<file path="src/rtl/coreaxitoahbl_wbuf_writer.sv">
// Fill-side controller for the 16-entry AXI-to-AHB-Lite write data buffer.
// Latency: a beat accepted at edge k is on wrEn/wrAddr/wrData/wrStrb from k; bufValid rises 3 edges after the final beat.
// Backpressure: WREADY is high only while filling; the filled buffer is held until bufRelease.
//
// Ports:
//   wrCLK, RESETN           clock, asynchronous active-low reset
//   burstStart, burstLen    burst announce pulse and AWLEN (beats = burstLen+1)
//   WVALID/WDATA/WSTRB/WLAST/WREADY  AXI W channel
//   wrEn, wrAddr, wrData, wrStrb     registered buffer write port
//   bufValid, beatCnt, burstBusy, lastErr  buffer status towards the drain side
//   bufRelease              drain side has consumed the buffer
module coreaxitoahbl_wbuf_writer #(
  parameter int AXI_DWIDTH    = 64,
  parameter int AXI_STRBWIDTH = AXI_DWIDTH / 8
) (
  input  logic                     wrCLK,
  input  logic                     RESETN,
  input  logic                     burstStart,
  input  logic [3:0]               burstLen,
  input  logic                     WVALID,
  input  logic [AXI_DWIDTH-1:0]    WDATA,
  input  logic [AXI_STRBWIDTH-1:0] WSTRB,
  input  logic                     WLAST,
  output logic                     WREADY,
  output logic                     wrEn,
  output logic [3:0]               wrAddr,
  output logic [AXI_DWIDTH-1:0]    wrData,
  output logic [AXI_STRBWIDTH-1:0] wrStrb,
  output logic                     bufValid,
  output logic [4:0]               beatCnt,
  output logic                     burstBusy,
  output logic                     lastErr,
  input  logic                     bufRelease
);

  typedef enum logic [1:0] {IDLE, FILL, SETTLE, FULL} state_t;

  state_t     state;
  logic [3:0] lenReg;
  logic [1:0] settleCnt;
  logic       wrHs;
  logic       finalBeat;

  // Both status flags are pure decodes of the state register.
  assign WREADY    = (state == FILL);
  assign burstBusy = (state != IDLE);

  assign wrHs      = WVALID & WREADY;
  // beatCnt never exceeds 15 while filling, so the low nibble is the beat index.
  assign finalBeat = (beatCnt[3:0] == lenReg);

  always_ff @(posedge wrCLK or negedge RESETN) begin
    if (!RESETN) begin
      state     <= IDLE;
      lenReg    <= 4'd0;
      settleCnt <= 2'd0;
      wrEn      <= 1'b0;
      wrAddr    <= 4'd0;
      wrData    <= '0;
      wrStrb    <= '0;
      bufValid  <= 1'b0;
      beatCnt   <= 5'd0;
      lastErr   <= 1'b0;
    end else begin
      wrEn <= 1'b0;
      case (state)
        IDLE: begin
          if (burstStart) begin
            lenReg  <= burstLen;
            beatCnt <= 5'd0;
            lastErr <= 1'b0;
            state   <= FILL;
          end
        end
        FILL: begin
          if (wrHs) begin
            wrEn    <= 1'b1;
            wrAddr  <= beatCnt[3:0];
            wrData  <= WDATA;
            wrStrb  <= WSTRB;
            beatCnt <= beatCnt + 5'd1;
            // The count decides where the burst ends; WLAST is only audited.
            if (WLAST != finalBeat) lastErr <= 1'b1;
            if (finalBeat) begin
              state     <= SETTLE;
              settleCnt <= 2'd0;
            end
          end
        end
        SETTLE: begin
          // Wait out the buffer's input register and memory write edge so
          // every index reads back written data once bufValid is seen.
          if (settleCnt == 2'd2) begin
            state    <= FULL;
            bufValid <= 1'b1;
          end else begin
            settleCnt <= settleCnt + 2'd1;
          end
        end
        FULL: begin
          // A burstStart coinciding with the release is deliberately dropped.
          if (bufRelease) begin
            state    <= IDLE;
            bufValid <= 1'b0;
          end
        end
        default: state <= IDLE;
      endcase
    end
  end

endmodule
</file>
<file path="config.mk">
export PLATFORM = sky130hd
export DESIGN_NAME = coreaxitoahbl_wbuf_writer
export DESIGN_NICKNAME = d
export VERILOG_FILES = /design/src/rtl/coreaxitoahbl_wbuf_writer.sv
export SDC_FILE = /design/constraint.sdc
export NUM_CORES = 1
export LEC_CHECK = 0
export ABC_CLOCK_PERIOD_IN_PS = 4910
export BUFFER_PORTS_ARGS = -buffer_cell sky130_fd_sc_hd__buf_4
export CAP_MARGIN = 25
export CELL_PAD_IN_SITES_DETAIL_PLACEMENT = 0
export CELL_PAD_IN_SITES_GLOBAL_PLACEMENT = 2
export CORE_MARGIN = 5
export CORE_UTILIZATION = 32
export CTS_CLUSTER_DIAMETER = 150
export DETAILED_ROUTE_END_ITERATION = 8
export PLACE_DENSITY = 0.87
export SYNTH_ARGS = -nofsm -noshare
export SYNTH_HDL_FRONTEND = slang
export SYNTH_SLANG_ARGS = --single-unit
</file>
<file path="constraint.sdc">
create_clock -name wrCLK -period 4.91 [get_ports wrCLK]
set_clock_uncertainty 0.2 [all_clocks]
set_input_delay 0.982 -clock wrCLK [delete_from_list [all_inputs] [get_ports wrCLK]]
set_output_delay 0.982 -clock wrCLK [all_outputs]
set_load 0.05 [all_outputs]
</file>
Word-level counts from Yosys, hierarchy flattened --
Cells that the tools add are included.
Word-level totals: register bits 92, input bits 82, output and inout port bits 86
Cells by class: add/sub/neg operators 2, eq/ne operators 13, muxes and demuxes 22, bitwise logic cells 1, reduce and logical (&&, ||, !) cells 12
Operators with widths (number):
- $mux W2 | 8
- $mux W5 | 2
- $pmux W5 S2 | 1
- $ne A2 B2 Y1 const B | 4
- $pmux W2 S4 | 1
- $reduce_and A4 Y1 | 2
- $reduce_bool A2 Y1 | 4
- $mux W1 | 7
- $eq A2 B2 Y1 const B | 3
- $ne A2 B1 Y1 const B | 3
- $reduce_and A3 Y1 | 2
- $add A5 B1 Y5 const B | 1
- $reduce_and A5 Y1 | 1
- $eq A4 B4 Y1 | 1
- $pmux W1 S2 | 2
- $pmux W2 S2 | 1
- $reduce_and A2 Y1 | 2
- $add A2 B1 Y2 const B | 1
- $eq A2 B1 Y1 const B | 1
- $logic_not A2 Y1 | 1
- $and A1 B1 Y1 | 1
- $ne A1 B1 Y1 | 1

Depth between registers and ports, before layout --
Gate-level depths: netlist of run 1.
depth in word-level cells 5, gate-level depth with buffers 9

Worst setup path before layout of run 1 --
No wires, ideal clock.
path kind register to register, from register state[1], to register wrData[21], arrival 2087 ps, slack 2498 ps, cell stages (with the launch flop) 9, buffers on the path 3, path through dfrtp_1 -> inv_1 -> ha_1 -> buf_2 -> nand2_1 -> inv_2 -> buf_4 -> buf_6 -> mux2_2
On the way: longest elaborated chain between the ends 3
RTL lines:
- start, declared | line 38 | state_t state;
- start signal, assigned | line 54 | state <= IDLE;
- start signal, assigned | line 72 | state <= FILL;
- start signal, assigned | line 85 | state <= SETTLE;
- $eq A2 B1 Y1 * | line 45 | assign WREADY = (state == FILL);
- named net WREADY | line 24 | output logic WREADY,
- $and A1 B1 Y1 | line 48 | assign wrHs = WVALID & WREADY;
- $reduce_and A2 Y1 (no source line) *
- end signal, assigned | line 59 | wrData <= '0;
- end signal, assigned | line 79 | wrData <= WDATA;
- end, declared | line 27 | output logic [AXI_DWIDTH-1:0] wrData,
Mark *: on every way through the listed nets, which the timed path passes. The rest lies on a longest branch. A chain may end at the register's enable or synchronous reset.

Worst setup path in the final report of run 1 --
from register state[1], to register wrData[46]
On the way: longest elaborated chain between the ends 3
RTL lines (line):
- $eq A2 B1 Y1 * | 45, 66
- $and A1 B1 Y1 | 48
- $reduce_and A2 Y1 (no source line) *
Every way passes the cells marked *; elsewhere a longest branch is shown, timed or not.

==> results of run 1 <==
==> stage by stage <==
stage	cells	utilization	worst slack, ns
2_1_floorplan	245	-	2.50
3_3_place_gp	548	0.447	1.72
3_5_place_dp	548	0.447	1.67
4_1_cts	564	0.473	1.73
5_1_grt	564	0.473	1.53
6_report	564	0.473	1.79
==> Yosys cell counts (2+ instances only) <==
cell type  count  share of area
a21oi_1        6         0.0081
buf_2          4         0.0054
dfrtp_1       92           0.62
o21ai_0        2         0.0027
mux2_2        80           0.24
inv_1          6         0.0061
xor2_1         7          0.017
nand4_1        2         0.0034
nand2_1        8         0.0081
nand2b_1       3         0.0051
ha_1           6          0.020
nor2_1         6         0.0061
buf_6          4          0.012
==> per-layer routing <==
layer,share of wire,vias up,track usage
li1,-,1198,-
met1,0.40,1262,0.149
met2,0.51,90,0.220
met3,0.086,10,0.0543
met4,0.0083,0,0.0330
met5,0,-,0
==> cell usage in the layout, fill, tap and decap left out, types with 2 or more instances in the layout <==
master,n
buf_4,169
dfrtp_1,92
mux2_2,80
clkbuf_16,9
nand2_1,8
xor2_1,7
inv_1,6
nor2_1,6
a21oi_1,6
ha_1,6
nand2b_1,3
nand4_1,2
o21ai_0,2
==> sequential cells by signal, indices dropped and copies added, names as in the netlist <==
register   cells
settleCnt      2
lenReg         4
state          2
wrAddr         4
wrEn           1
wrStrb         8
wrData        64
lastErr        1
beatCnt        5
bufValid       1
==> area by class of cell <==
cell class / instances / area share
Timing Repair Buffer: 169 / 0.236
Clock buffer: 11 / 0.0451
Sequential cell: 92 / 0.428
Clock inverter: 5 / 0.0112
Inverter: 7 / 0.00488
Tap cell: 143 / 0.0332
Multi-Input combinational cell: 137 / 0.242
==> worst paths after layout <==
check                             end  slack [ns]  cells after the start
max                        wrData[46]        1.79                      6
min                         wrData[6]        0.31                      1
max reg2reg                wrData[46]        1.79                      6
min reg2reg                 wrData[6]        0.31                      1
max in group asynchronous  wrData[45]        3.03                      2
min in group asynchronous  wrData[44]        0.48                      1
==> cell families (layout without fill, tap and decap cells) <==
family,after synthesis,after routing,share of synthesized area
XOR/XNOR,8,8,0.0189
multiplexers,81,81,0.246
adder cells (fa/ha/maj),6,6,0.0203
AO/OA/AOI/OAI,19,19,0.0331
buffers and inverters,16,192,0.0267
flip-flops,92,92,0.622
AND/OR/NAND/NOR,23,23,0.0331
==> metrics.md, run 1 <==
| Metric | Value |
|---|---|
| I/O Pins | `168` |
| Root Buffer | `clkbuf_16` |
| Seq. cell area | `2300 µm²` |
| 1st-pass router iterations | `4` |
| Main synth FF type | `dfrtp_1` |
| Fin area | `5380 µm²` |
| EDFF count, synth | `0` |
| CP Buf/Inv Count | `3` |
| Post-CTS Setup Bufs | `0` |
| Seq/Total Area, Yosys | `0.622` |
| Final setup fails | `0` |
| Number of gates resized after cts | `0` |
| Chip width | `118 µm` |
| H-Tree Depth | `3` |
| Ant. Diodes | `0` |
| Row count | `39` |
| Worst r2r src | `state[1]` |
| Num CTS Buffers | `9` |
| Vias in the first global route | `2,893` |
| DRC viols | `0` |
| Die height | `118 µm` |
| Worst EP required | `4.92 ns` |
| HP Class | `flip-flop to flip-flop` |
| Worst-margin pin slew | `0.707 ns` |
| Post-Synthesis Cell Area | `3700 µm²` |
| Asr flop ratio synth | `1.00` |
| Multi-input logic area | `1300 µm²` |
| Worst Setup SP | `state[1]` |
| FMAX | `0.320 GHz` |
| Vias per cell | `4.54` |
| Initial antenna violation count | `0` |
| Post-route setup TNS | `0 ns` |
| Critical path class | `flip-flop to flip-flop` |
| CP top delay family | `buffers and inverters` |
| Part of the cycle the worst path needs | `0.636` |
| Critical path endpoint category | `flip-flop` |
| # fillers | `1,044` |
| Total grt overflow | `0` |
| Startpoint Class | `flip-flop` |
| Crit path DAT | `3.13 ns` |
| PortBufs | `167` |
| Nets | `504` |
| Synthesis-to-finish area growth | `45.3%` |
| Max incr delay on CP | `0.58 ns` |
| Core area | `11,400 µm²` |
| Starting Density | `0.326` |
| Crit path max-delay cell type | `inv_2` |
| Post-synthesis cell count | `245` |
| Yosys Warn Count | `0` |
| Routed Antenna Nets | `0` |
| Iteration-0 DRC Markers | `87` |
| Post-CTS Hold Fix Bufs | `0` |
| Die area | `13,800 µm²` |
| Syn_nets | `333` |
| Via count | `2,560` |
| Status | `complete, no violations` |
| First-pass GRT wire length | `14,800 µm` |
| Placed inst area | `5080 µm²` |
| Worst-path clk slew | `0.07 ns` |
| Hold slack | `0.309 ns` |
| Worst skew pair latency | `0.33 ns` |
| Wire per inst | `15.7 µm` |
| GRT Util Overall | `0.129` |
| Critical path cell sequence | `inv_1, ha_1, nand2_1, inv_2, buf_4, mux2_2` |
| Flops & latches, synth | `92` |
| Total Routed Length | `8870 µm` |
| Max Root-Sink Buffers | `2` |
| Yosys cell types | `32` |
| Tmin final | `3.12 ns` |
| Worst-path maximum fanout | `43` |
| Slew HR | `0.528` |
| Synth Area per Inst | `15.1 µm²` |
| Final Max Tran Viols | `0` |
| Clock Sink Count | `92` |
| Max-Cap Viols | `0` |
| Worst Hold Launch | `wrData[6]` |
| CTS tree | `done` |
| Share of layout cells above drive strength 1 | `0.637` |
| Pin count of the biggest net entering global routing | `53` |
| RSZ-0062 raised after global routing | `false` |
| Dpl hpwl | `6640 µm` |
| Placer Congestion | `0.716` |
| Hold Fails Final Rpt | `0` |
Power of run 1 is left out: the tool's default activity adds up to more than one toggle a clock period on the data nets, which glitch-free logic cannot reach.
==> inputs of run 2 (changes only) <==
--- a/config.mk
+++ b/config.mk
@@ -5,16 +5,17 @@
 export SDC_FILE = /design/constraint.sdc
 export NUM_CORES = 1
 export LEC_CHECK = 0
-export ABC_CLOCK_PERIOD_IN_PS = 4910
+export ABC_AREA = 1
+export ABC_CLOCK_PERIOD_IN_PS = 3000
 export BUFFER_PORTS_ARGS = -buffer_cell sky130_fd_sc_hd__buf_4
 export CAP_MARGIN = 25
 export CELL_PAD_IN_SITES_DETAIL_PLACEMENT = 0
 export CELL_PAD_IN_SITES_GLOBAL_PLACEMENT = 2
 export CORE_MARGIN = 5
-export CORE_UTILIZATION = 32
+export CORE_UTILIZATION = 26
 export CTS_CLUSTER_DIAMETER = 150
 export DETAILED_ROUTE_END_ITERATION = 8
-export PLACE_DENSITY = 0.87
+export PLACE_DENSITY = 0.82
 export SYNTH_ARGS = -nofsm -noshare
 export SYNTH_HDL_FRONTEND = slang
 export SYNTH_SLANG_ARGS = --single-unit
==> constraint.sdc (replaced) <==
create_clock -name wrCLK -period 3 [get_ports wrCLK]
set_clock_uncertainty 0.2 [all_clocks]
set_input_delay 0.6 -clock wrCLK [delete_from_list [all_inputs] [get_ports wrCLK]]
set_output_delay 0.6 -clock wrCLK [all_outputs]
set_load 0.05 [all_outputs]
==> run 2 against run 1 <==
Register-to-register slack lost 1.1 ns. Via count grew 29%. Final cell count rose by 40%. Die area increased by 23%. Critical endpoint is now WREADY. Highest routed layer unchanged.
==> metrics.md, run 2 <==
| Metric | Value |
|---|---|
| Peak supply drop | `0.496 mV` |
| Most common cell after layout, fill and taps aside | `nand2_1 (was buf_4)` |
| Reg2reg path depth | `7 (was 6)` |
| Status | `complete, no violations (unchanged)` |
| Die height | `131 µm (was 118 µm)` |
| Total grt overflow | `0 (unchanged)` |
| Routed Antenna Nets | `0 (unchanged)` |
| 1st-pass router iterations | `4 (unchanged)` |
| Core area | `14,400 µm² (was 11,400 µm²)` |
| Post-Synthesis Cell Area | `3780 µm² (was 3700 µm²)` |
| Synthesis-to-finish area growth | `46.6% (was 45.3%)` |
| Starting Density | `0.263 (was 0.326)` |
| HP Class | `input port to async pin (was flip-flop to flip-flop)` |
| Root Buffer | `clkbuf_16 (unchanged)` |
| Part of the cycle the worst path needs | `0.800` |
| Total Routed Length | `10,600 µm (was 8870 µm)` |
| Synth top area share | `0.610 (was 0.622)` |
| RR Endpoint | `beatCnt[1] (was wrData[46])` |
| Slew HR | `0.443 (was 0.528)` |
| Initial antenna violation count | `0 (unchanged)` |
| Vias in the first global route | `3,337 (was 2,893)` |
| PortBufs | `167 (unchanged)` |
| Max-Cap Viols | `0 (unchanged)` |
| Top post-synthesis cells by count | `nand2_1, dfrtp_1, inv_1, inv_2, buf_2 (was dfrtp_1, mux2_2, nand2_1, xor2_1)` |
| Row count | `44 (was 39)` |
| CTS tree | `done (unchanged)` |
| Cell area power density | `1300 nW/µm²` |
| Multi-input logic area | `1320 µm² (was 1300 µm²)` |
| Largest reg by FF count | `wrData (unchanged)` |
| Worst skew pair latency | `0.33 ns (about the same)` |
| Yosys cell types | `26 (was 32)` |
| Vias per cell | `4.18 (was 4.54)` |
| Dpl hpwl | `7570 µm (was 6640 µm)` |
| I/O Pins | `168 (unchanged)` |
| # fillers | `1,476 (was 1,044)` |
| Final Power | `7.17 mW` |
| Main synth FF type | `dfrtp_1 (unchanged)` |
| Worst r2r src | `state[1] (unchanged)` |
| RSZ-0062 raised after global routing | `false (unchanged)` |
| DRC viols | `0 (unchanged)` |
| Post-synth top area cell | `dfrtp_1 (unchanged)` |
| Via count | `3,300 (was 2,560)` |
| Hold Fails Final Rpt | `0 (unchanged)` |
| Num CTS Buffers | `9 (unchanged)` |
| Crit path DAT | `1.60 ns (was 3.13 ns)` |
| Post-CTS Hold Fix Bufs | `0 (unchanged)` |
| Synth Area per Inst | `8.66 µm² (was 15.1 µm²)` |
| Critical path class | `flip-flop to output port (was flip-flop to flip-flop)` |
| Wire per inst | `13.4 µm (was 15.7 µm)` |
| Worst-margin pin slew | `0.835 ns (was 0.707 ns)` |
| Post-synthesis cell count | `436 (was 245)` |
| Cells taking the most area after synthesis | `dfrtp_1, nand2_1, ha_1 (was dfrtp_1, mux2_2, ha_1)` |
| Top Registers | `wrData: 64 flops, wrStrb: 8 flops, beatCnt: 5 flops (unchanged)` |
| Iteration-0 DRC Markers | `135 (was 87)` |
| EDFF count, synth | `0 (unchanged)` |
| H-Tree Depth | `3 (unchanged)` |
| Seq. cell area | `2300 µm² (unchanged)` |
| First-pass GRT wire length | `16,600 µm (was 14,800 µm)` |
| Share of layout cells above drive strength 1 | `0.340 (was 0.637)` |
| FMAX | `0.417 GHz` |
| Ant. Diodes | `0 (unchanged)` |
| Lkg Pwr | `3.08 nW` |
| Tmin final | `2.40 ns` |
| Clock Sink Count | `92 (unchanged)` |
| Top-count cell post-synth | `nand2_1 (was dfrtp_1)` |
| Final Max Tran Viols | `0 (unchanged)` |
| Flops & latches, synth | `92 (unchanged)` |
| Max Root-Sink Buffers | `2 (unchanged)` |
| Startpoint Class | `flip-flop (unchanged)` |
| Final setup fails | `0 (unchanged)` |
| Yosys Warn Count | `0 (unchanged)` |
| Syn_nets | `524 (was 333)` |
| Asr flop ratio synth | `1.00 (unchanged)` |
| Pin count of the biggest net entering global routing | `93 (was 53)` |
| Chip width | `131 µm (was 118 µm)` |
| Worst-path clk slew | `0.06 ns (was 0.07 ns)` |
| Post-route setup TNS | `0 ns (unchanged)` |
| Most frequent cells in the layout | `nand2_1, buf_4, dfrtp_1, inv_1, inv_2 (was buf_4, dfrtp_1, mux2_2, clkbuf_16, nand2_1)` |
| GRT Util Overall | `0.125 (was 0.129)` |
| Number of gates resized after cts | `0 (unchanged)` |
| Nets | `690 (was 504)` |
| Max reg flops | `64 (unchanged)` |
| Final core utilization | `0.385 (was 0.473)` |
| R2R setup slack | `0.71 ns (was 1.79 ns)` |
| Critical path endpoint category | `output port (was flip-flop)` |
| Die area | `17,000 µm² (was 13,800 µm²)` |
| Post-CTS Setup Bufs | `0 (unchanged)` |
| Seq/Total Area, Yosys | `0.610 (was 0.622)` |
| Worst EP required | `2.20 ns (was 4.92 ns)` |
| Placer Congestion | `0.759 (was 0.716)` |
| Worst-path maximum fanout | `10 (was 43)` |
## run 2: metal layers
layer  up-vias  global-route usage  routed length [µm]
met3        12              0.0520                1110
met2       117               0.189                4770
li1       1660                   -                   -
met5         -                   0                   0
met1      1511               0.161                4560
met4         0              0.0436                 139
## run 2: kinds of logic after synthesis
group / synth area share
compound gates: 0.0278
flops: 0.610
buf+inv: 0.0417
simple gates: 0.296
xor+xnor: 0.00464
fa+ha+maj: 0.0199
## run 2: layout make-up
type                    instances  share of cell area
well taps                     184              0.0416
inverters                      22              0.0149
repair buffers                171               0.239
multi-input cells             306               0.238
clock buffers                  10              0.0414
clock inverters                 5             0.00972
flip-flops and latches         92               0.416
## run 2: worst max-delay path by stage
stage | start | endpoint | slack [ns]
6_report | state[1] | WREADY | 0.60
5_1_grt | state[1] | WREADY | 0.49
4_1_cts | state[1] | WREADY | 0.56
3_5_place_dp | state[1] | beatCnt[1] | 0.67
3_3_place_gp | state[1] | beatCnt[0] | 0.74
2_1_floorplan | state[1] | beatCnt[3] | 0.95
## run 2: metrics by stage
step | worst slack (ns) | instance area, µm² | hold slack [ns] | std cells
global placement | 0.738 | 5250 | 0.260 | 775
detailed placement | 0.672 | 5250 | 0.266 | 775
CTS | 0.562 | 5540 | 0.129 | 790
global route | 0.494 | 5540 | 0.153 | 790
floorplan | 0.949 | 3780 | 0.104 | 436
finish | 0.599 | 5540 | 0.0565 | 790
## run 2: report_power, final
part / switching, mW / internal [mW] / total (mW)
combinational: 2.83 / 1.13 / 3.96
clock: 0.463 / 0.639 / 1.10
sequential: 0.318 / 1.79 / 2.10
## run 2: worst max-delay path: stages (launching register included)
cell	delay [ns]
dfrtp_1	0.41
inv_1	0.09
ha_1	0.46
buf_4	0.29
Note: power is estimated with default switching activity, not from simulation.
